<file path="src/rtl/nn2_accum_unit.sv">
// nn2_accum_unit: registered add/sub/accumulate unit with a valid/ready
// handshake and a single output register. Operands are unsigned. The SAT
// parameter selects between clamping and modulo-2^N wrap on overflow. A
// sticky overflow flag records any overflowing beat until the next CLR or
// the next reset.
module nn2_accum_unit #(
    parameter int WIDTH     = 8,
    parameter int ACC_WIDTH = 16,
    parameter bit SAT       = 1'b1
) (
    input  logic                 clk,
    input  logic                 rst,
    input  logic                 in_valid,
    output logic                 in_ready,
    input  logic [WIDTH-1:0]     a,
    input  logic [WIDTH-1:0]     b,
    input  logic [1:0]           mode,
    output logic                 out_valid,
    input  logic                 out_ready,
    output logic [WIDTH-1:0]     result,
    output logic [ACC_WIDTH-1:0] acc,
    output logic                 overflow
);

    localparam logic [1:0] MODE_ADD = 2'b00;
    localparam logic [1:0] MODE_SUB = 2'b01;
    localparam logic [1:0] MODE_ACC = 2'b10;
    localparam logic [1:0] MODE_CLR = 2'b11;

    logic                 valid_reg, valid_next;
    logic [WIDTH-1:0]     result_reg, result_next;
    logic [ACC_WIDTH-1:0] acc_reg, acc_next;
    logic                 ovf_reg, ovf_next;

    logic                 accept;
    logic [WIDTH:0]       sum_ab;
    logic [WIDTH:0]       diff_ab;
    logic [ACC_WIDTH:0]   acc_sum;

    // The output register can take a new beat when empty or draining this cycle.
    assign in_ready = !valid_reg || out_ready;
    assign accept   = in_valid && in_ready;

    // One extra bit on each datapath exposes carry (ADD/ACC) and borrow (SUB).
    assign sum_ab  = {1'b0, a} + {1'b0, b};
    assign diff_ab = {1'b0, a} - {1'b0, b};
    assign acc_sum = {1'b0, acc_reg}
                   + {{(ACC_WIDTH + 1 - WIDTH){1'b0}}, a}
                   + {{(ACC_WIDTH + 1 - WIDTH){1'b0}}, b};

    // Next-state selection: hold on stall, empty on drain-only, compute on accept.
    always_comb begin
        valid_next  = valid_reg;
        result_next = result_reg;
        acc_next    = acc_reg;
        ovf_next    = ovf_reg;
        if (accept) begin
            valid_next = 1'b1;
            case (mode)
                MODE_ADD: begin
                    if (sum_ab[WIDTH]) begin
                        result_next = SAT ? {WIDTH{1'b1}} : sum_ab[WIDTH-1:0];
                        ovf_next    = 1'b1;
                    end else begin
                        result_next = sum_ab[WIDTH-1:0];
                    end
                end
                MODE_SUB: begin
                    if (diff_ab[WIDTH]) begin
                        result_next = SAT ? {WIDTH{1'b0}} : diff_ab[WIDTH-1:0];
                        ovf_next    = 1'b1;
                    end else begin
                        result_next = diff_ab[WIDTH-1:0];
                    end
                end
                MODE_ACC: begin
                    // Only a carry out of the accumulator marks overflow; the
                    // narrower result view is clamped or truncated silently.
                    if (acc_sum[ACC_WIDTH]) begin
                        acc_next = SAT ? {ACC_WIDTH{1'b1}} : acc_sum[ACC_WIDTH-1:0];
                        ovf_next = 1'b1;
                    end else begin
                        acc_next = acc_sum[ACC_WIDTH-1:0];
                    end
                    if (acc_sum[ACC_WIDTH:WIDTH] == '0) begin
                        result_next = acc_sum[WIDTH-1:0];
                    end else begin
                        result_next = SAT ? {WIDTH{1'b1}} : acc_sum[WIDTH-1:0];
                    end
                end
                MODE_CLR: begin
                    // CLR is the only operation in its beat, so it wins over the sticky flag.
                    acc_next    = '0;
                    result_next = '0;
                    ovf_next    = 1'b0;
                end
                default: begin
                    result_next = result_reg;
                end
            endcase
        end else if (out_ready) begin
            valid_next = 1'b0;
        end
    end

    // State registers; reset drops any pending beat immediately.
    always_ff @(posedge clk or posedge rst) begin
        if (rst) begin
            valid_reg  <= 1'b0;
            result_reg <= '0;
            acc_reg    <= '0;
            ovf_reg    <= 1'b0;
        end else begin
            valid_reg  <= valid_next;
            result_reg <= result_next;
            acc_reg    <= acc_next;
            ovf_reg    <= ovf_next;
        end
    end

    assign out_valid = valid_reg;
    assign result    = result_reg;
    assign acc       = acc_reg;
    assign overflow  = ovf_reg;

endmodule

</file>
<file path="config.mk">
export PLATFORM = sky130hd
export DESIGN_NAME = nn2_accum_unit
export DESIGN_NICKNAME = d
export VERILOG_FILES = /design/src/rtl/nn2_accum_unit.sv
export SDC_FILE = /design/constraint.sdc
export NUM_CORES = 1
export LEC_CHECK = 0
export CAP_MARGIN = 20
export CORE_MARGIN = 2
export CORE_UTILIZATION = 30
export CTS_CLUSTER_DIAMETER = 30
export DETAILED_ROUTE_END_ITERATION = 8
export SLEW_MARGIN = 20
export SYNTH_ARGS = -nofsm -noshare
export SYNTH_HDL_FRONTEND = slang
export SYNTH_SLANG_ARGS = --single-unit
export TNS_END_PERCENT = 100
</file>
<file path="constraint.sdc">
create_clock -name clk -period 6.2 [get_ports clk]
set_clock_uncertainty 0.2 [all_clocks]
set_input_delay 0.93 -clock clk [delete_from_list [all_inputs] [get_ports clk]]
set_output_delay 0.93 -clock clk [all_outputs]
set_load 0.1 [all_outputs]
</file>
[Yosys cells after proc, flatten, opt, wreduce, memory -nomap -nowiden]
Cells that the tools add are included.
Cells by class
  multiplexer cells: 12
  reductions and logical operators: 9
  add/sub/neg operators: 4
  equality and inequality tests: 6
Operator list (count)
  $pmux 16 s2: 1
  $pmux 8 s4: 1
  $mux 8: 3
  $add 16x8->17: 1
  $add 17x8->17: 1
  $mux 16: 1
  $add 8x8->9: 1
  $logic_not 9->1: 1
  $sub 8x8->9: 1
  $ne 2x2->1 const B: 3
  $mux 1: 5
  $eq 2x2->1 const B: 2
  $pmux 1 s4: 1
  $reduce_and 4->1: 1
  $reduce_bool 2->1: 2
  $eq 2x1->1 const B: 1
  $logic_not 2->1: 1
  $reduce_and 2->1: 1
  $logic_and 1x1->1: 1
  $logic_not 1->1: 1
  $logic_or 1x1->1: 1
Word-level totals
  register bits after elaboration: 26
  word-level logic and storage cells: 35
  output and inout port bits: 27
  bits of input ports: 22

[Logic depth before layout (Yosys ltp)]
  depth in word-level cells: 5
  depth in mapped cells: 12
  gate-level depth less buffers: 12

[Worst setup path after synthesis]
No wires, ideal clock.
  path kind: reg-to-reg
  start: reg acc_reg[1] (netlist: acc[1])
  end: reg result_reg[3] (netlist: result[3])
  arrival: 3394 ps
  required time: 5853 ps
  period minus slack after synthesis: 3741 ps
  setup slack: 2459 ps
  path buffers: 0
  cell stages (with the launch flop): 11
  cell sequence: dfrtp_1 fa_1 ha_1 fa_1 a211oi_1 o211ai_1 nand2_1 o21bai_1 o2111ai_1 nor3_4 a41oi_1
Between the ends
  word-level cells in the longest chain between the ends: 5
Ends and longest elaborated chain
  start: declaration: RTL line 32  | logic [ACC_WIDTH-1:0] acc_reg, acc_next;
  start signal: assignment: RTL line 116  | acc_reg <= acc_next;
  $add 16x8->17 (*): RTL line 48  | + {{(ACC_WIDTH + 1 - WIDTH){1'b0}}, a}
  $add 17x8->17 (*): RTL line 49  | + {{(ACC_WIDTH + 1 - WIDTH){1'b0}}, b};
  $logic_not 9->1: RTL line 85  | if (acc_sum[ACC_WIDTH:WIDTH] == '0) begin
  $mux 8 (*): RTL line 85
  $pmux 8 s4 (*): RTL line 59  | case (mode)
  end signal: assignment: RTL line 115  | result_reg <= result_next;
  end: declaration: RTL line 31  | logic [WIDTH-1:0] result_reg, result_next;
Mark *: on every way between the ends. The rest lies on a longest branch, timed or not.
A chain may end at the register's enable or synchronous reset.

[Worst setup path after layout]
  start: in a[1]
  end: reg result_reg[3] (netlist: result[3])
Between the ends
  word-level cells in the longest chain between the ends: 5
  elaborated cells between the ends (all ways): 9
Ends and longest elaborated chain
  start: declaration: RTL line 15  | input logic [WIDTH-1:0] a,
  $add 16x8->17: RTL line 48
  $add 17x8->17: RTL line 49
  $logic_not 9->1: RTL line 85
  $mux 8: RTL line 85
  $pmux 8 s4 (*): RTL line 59
Marked as above.

==> results_dict.tcl <==
set metrics [dict create \
    status "complete, no violations" \
    antenna_found_initial 0 \
    wl_met1_mm 4.03 \
    postCtsSetupBuffers 0 \
    finalHoldWorstSlack_ns 0.337 \
    place.detailed.hpwl_mm 6.35 \
    p_per_area_nw_per_um2 422 \
    cts_buffers 3 \
    clock_sinks 26 \
    die_h_um 102 \
    area_growth_pct 21.8 \
    seq_power_share_pct 18.5 \
    rsz0062_at_grt "no" \
    drt_drc_violations_left 0 \
    nets 443 \
    postLayoutCellArea_um2 3480 \
    met3_length_um 461 \
    insertion_delay_ns 0.28 \
    clock.fmax_mhz 233 \
    critPathKind "in -> reg" \
    post-route-period-util_pct 69.2 \
    power_frac_comb_pct 74.6 \
    setup_violations 0 \
    n_antenna_cell 0 \
    hold_buffers 0 \
    via_per_inst 5.11 \
    antenna_left 0 \
    arrival_ns 4.21 \
    largest_reg_flops 16 \
    max-clock-path-buffers 2 \
    clockPowerShare_pct 6.9 \
    setup-tns-final_ns 0 \
    die_area_um2 10300 \
    grt_max_degree 27 \
    post_cts_resized 0 \
    leakage_nw 1.48 \
    syn_nets 403 \
    num_vias 2623 \
    cts.clk_slew.worst_paths_ns 0.10 \
    slew_headroom_pct 34.4 \
    fp.dieW_um 102 \
    cap_violations 0 \
    synth-seq-cells 26 \
    final.min_clock_period_ns 4.29 \
    start_util_pct 30.9 \
    hp-class "reg -> reg" \
    syn_area_per_cell_um2 8.26 \
    vdd_drop_max_mv 0.218 \
    hold_viol_final 0 \
    async_flop_share_pct 100 \
    grt.overflow.total 0 \
    drv_slew 0 \
    instances_no_fill 513 \
    htree_num_levels 1 \
    worst_pin_slew_ns 0.981 \
    synth_cells 346 \
    syn_area_um2 2860 \
    dpl-instance-area_um2 3440 \
    wl_per_cell_um 15.7 \
    top_layer_used "met4" \
    first_pass_iters 5 \
    core_area_um2 9240 \
    final_common_cell "clkdlybuf4s50_1" \
    power_switching_mw 0.864 \
    yosysSeqAreaShare_pct 22.8 \
    core.rowCount 35 \
    wl_met2_mm 3.52 \
    grt_pass1_wl_mm 13.1 \
    ys_types 64 \
    portBuffers 48 \
    root_buffer "clkbuf_8" \
    cp-end-kind "register" \
    yosys_warnings 0 \
    routed_wl_mm 8.07 \
    layout-drive-gt1-share_pct 5.21 \
    placed_cells 510 \
    setup.worst_path.start_class "input port" \
    io_pins 49 \
    cts_tree "built" \
    p_int_mw 0.603 \
    synth-edff-count 0 \
    grt_use_total_pct 16.0 \
    p_sw_share_pct 58.9 \
    total_power_mw 1.47 \
    n_fill_cell 967 \
    final_cell_mix "clkdlybuf4s50_1 (48), nand2_1 (38), nor2_1 (28), inv_1 (28), o21ai_0 (27)" \
    crit_fanout 7 \
    drt_iter0_drc 158 \
    gp_congestion 0.842 \
    required_ns 6.12 \
    grt_pass1_vias 2581 \
    ys_dominant_reg_cell "dfrtp_1" \
]
## synth_stat cells, types with 4 or more instances
master / count / area share (%)
a211oi_1: 6 / 1.6
a21o_1: 6 / 1.6
a21oi_1: 20 / 3.5
a41oi_1: 4 / 1.2
clkbuf_1: 8 / 1.1
dfrtp_1: 26 / 23
fa_1: 11 / 7.7
ha_1: 24 / 11
inv_1: 29 / 3.8
nand2_1: 38 / 5.0
nand2b_1: 5 / 1.1
nand3_1: 9 / 1.6
nor2_1: 28 / 3.7
nor2b_1: 7 / 1.5
nor3_1: 8 / 1.4
o21ai_0: 27 / 4.7
o21bai_1: 4 / 1.1
xnor2_1: 8 / 2.5
xor2_1: 8 / 2.5
## through the flow
step	setup slack, ns	util [%]
final	1.91	37.7
after global routing	1.71	37.7
after CTS	1.91	37.7
after detailed placement	1.61	37.2
after global placement	1.65	37.2
after floorplan	2.46	-
## layer usage
layer | global-route usage, % | vias up
met5 | 0 | -
met4 | 2.81 | 0
met3 | 2.28 | 4
met2 | 24.4 | 72
met1 | 24.3 | 1241
li1 | - | 1306
## area by class of cell
cell class                 instances  area [um^2]  area share, %
clock buffer                       3         41.3           1.19
sequential                        26          651           18.7
multi-input combinational        277         2030           58.3
timing repair buffer              49          488           14.0
inverter                          29          109           3.13
tap                              129          161           4.64
## path summary, 6_finish.rpt
kind                       slack [ns]  cells after the start    from   endpoint
min                              0.34                      2  acc[7]     acc[7]
max in group asynchronous        4.57                      2     rst  result[6]
max                              1.91                     11    a[1]  result[3]
min reg2reg                      0.34                      2  acc[7]     acc[7]
max reg2reg                      2.78                     10  acc[1]  result[3]
min in group asynchronous        0.84                      2     rst    acc[15]
## cells by family (layout without fill, tap and decap cells)
family	after synthesis	count (layout)	share of synthesized area [%]
buffers and inverters	43	81	6.17
muxes	3	3	1.05
AOI/OAI and AO/OA	105	105	26.6
DFF	26	26	22.8
xor gates and xnor gates	16	16	4.90
and+or+nand+nor	118	118	20.3
adders and majority gates	35	35	18.2
## power by group through the flow
| stage | logic, mW | registers, mW | clock network [mW] |
|---|---|---|---|
| floorplan | 0.491 | 0.620 | 0 |
| global placement | 1.08 | 0.273 | 0 |
| detailed placement | 1.09 | 0.273 | 0 |
| CTS | 1.10 | 0.270 | 0.105 |
| global route | 1.18 | 0.277 | 0.110 |
| finish | 1.10 | 0.271 | 0.102 |
## worst max-delay path, stage by stage
cell	delay, ns
clkdlybuf4s50_1	0.63
fa_1	0.45
ha_1	0.24
fa_1	0.44
a211oi_1	0.33
o211ai_1	0.14
nand2_1	0.19
o21bai_1	0.14
o2111ai_1	0.19
nor3_4	0.36
a41oi_1	0.17
Power figures use the tool's default switching activity.
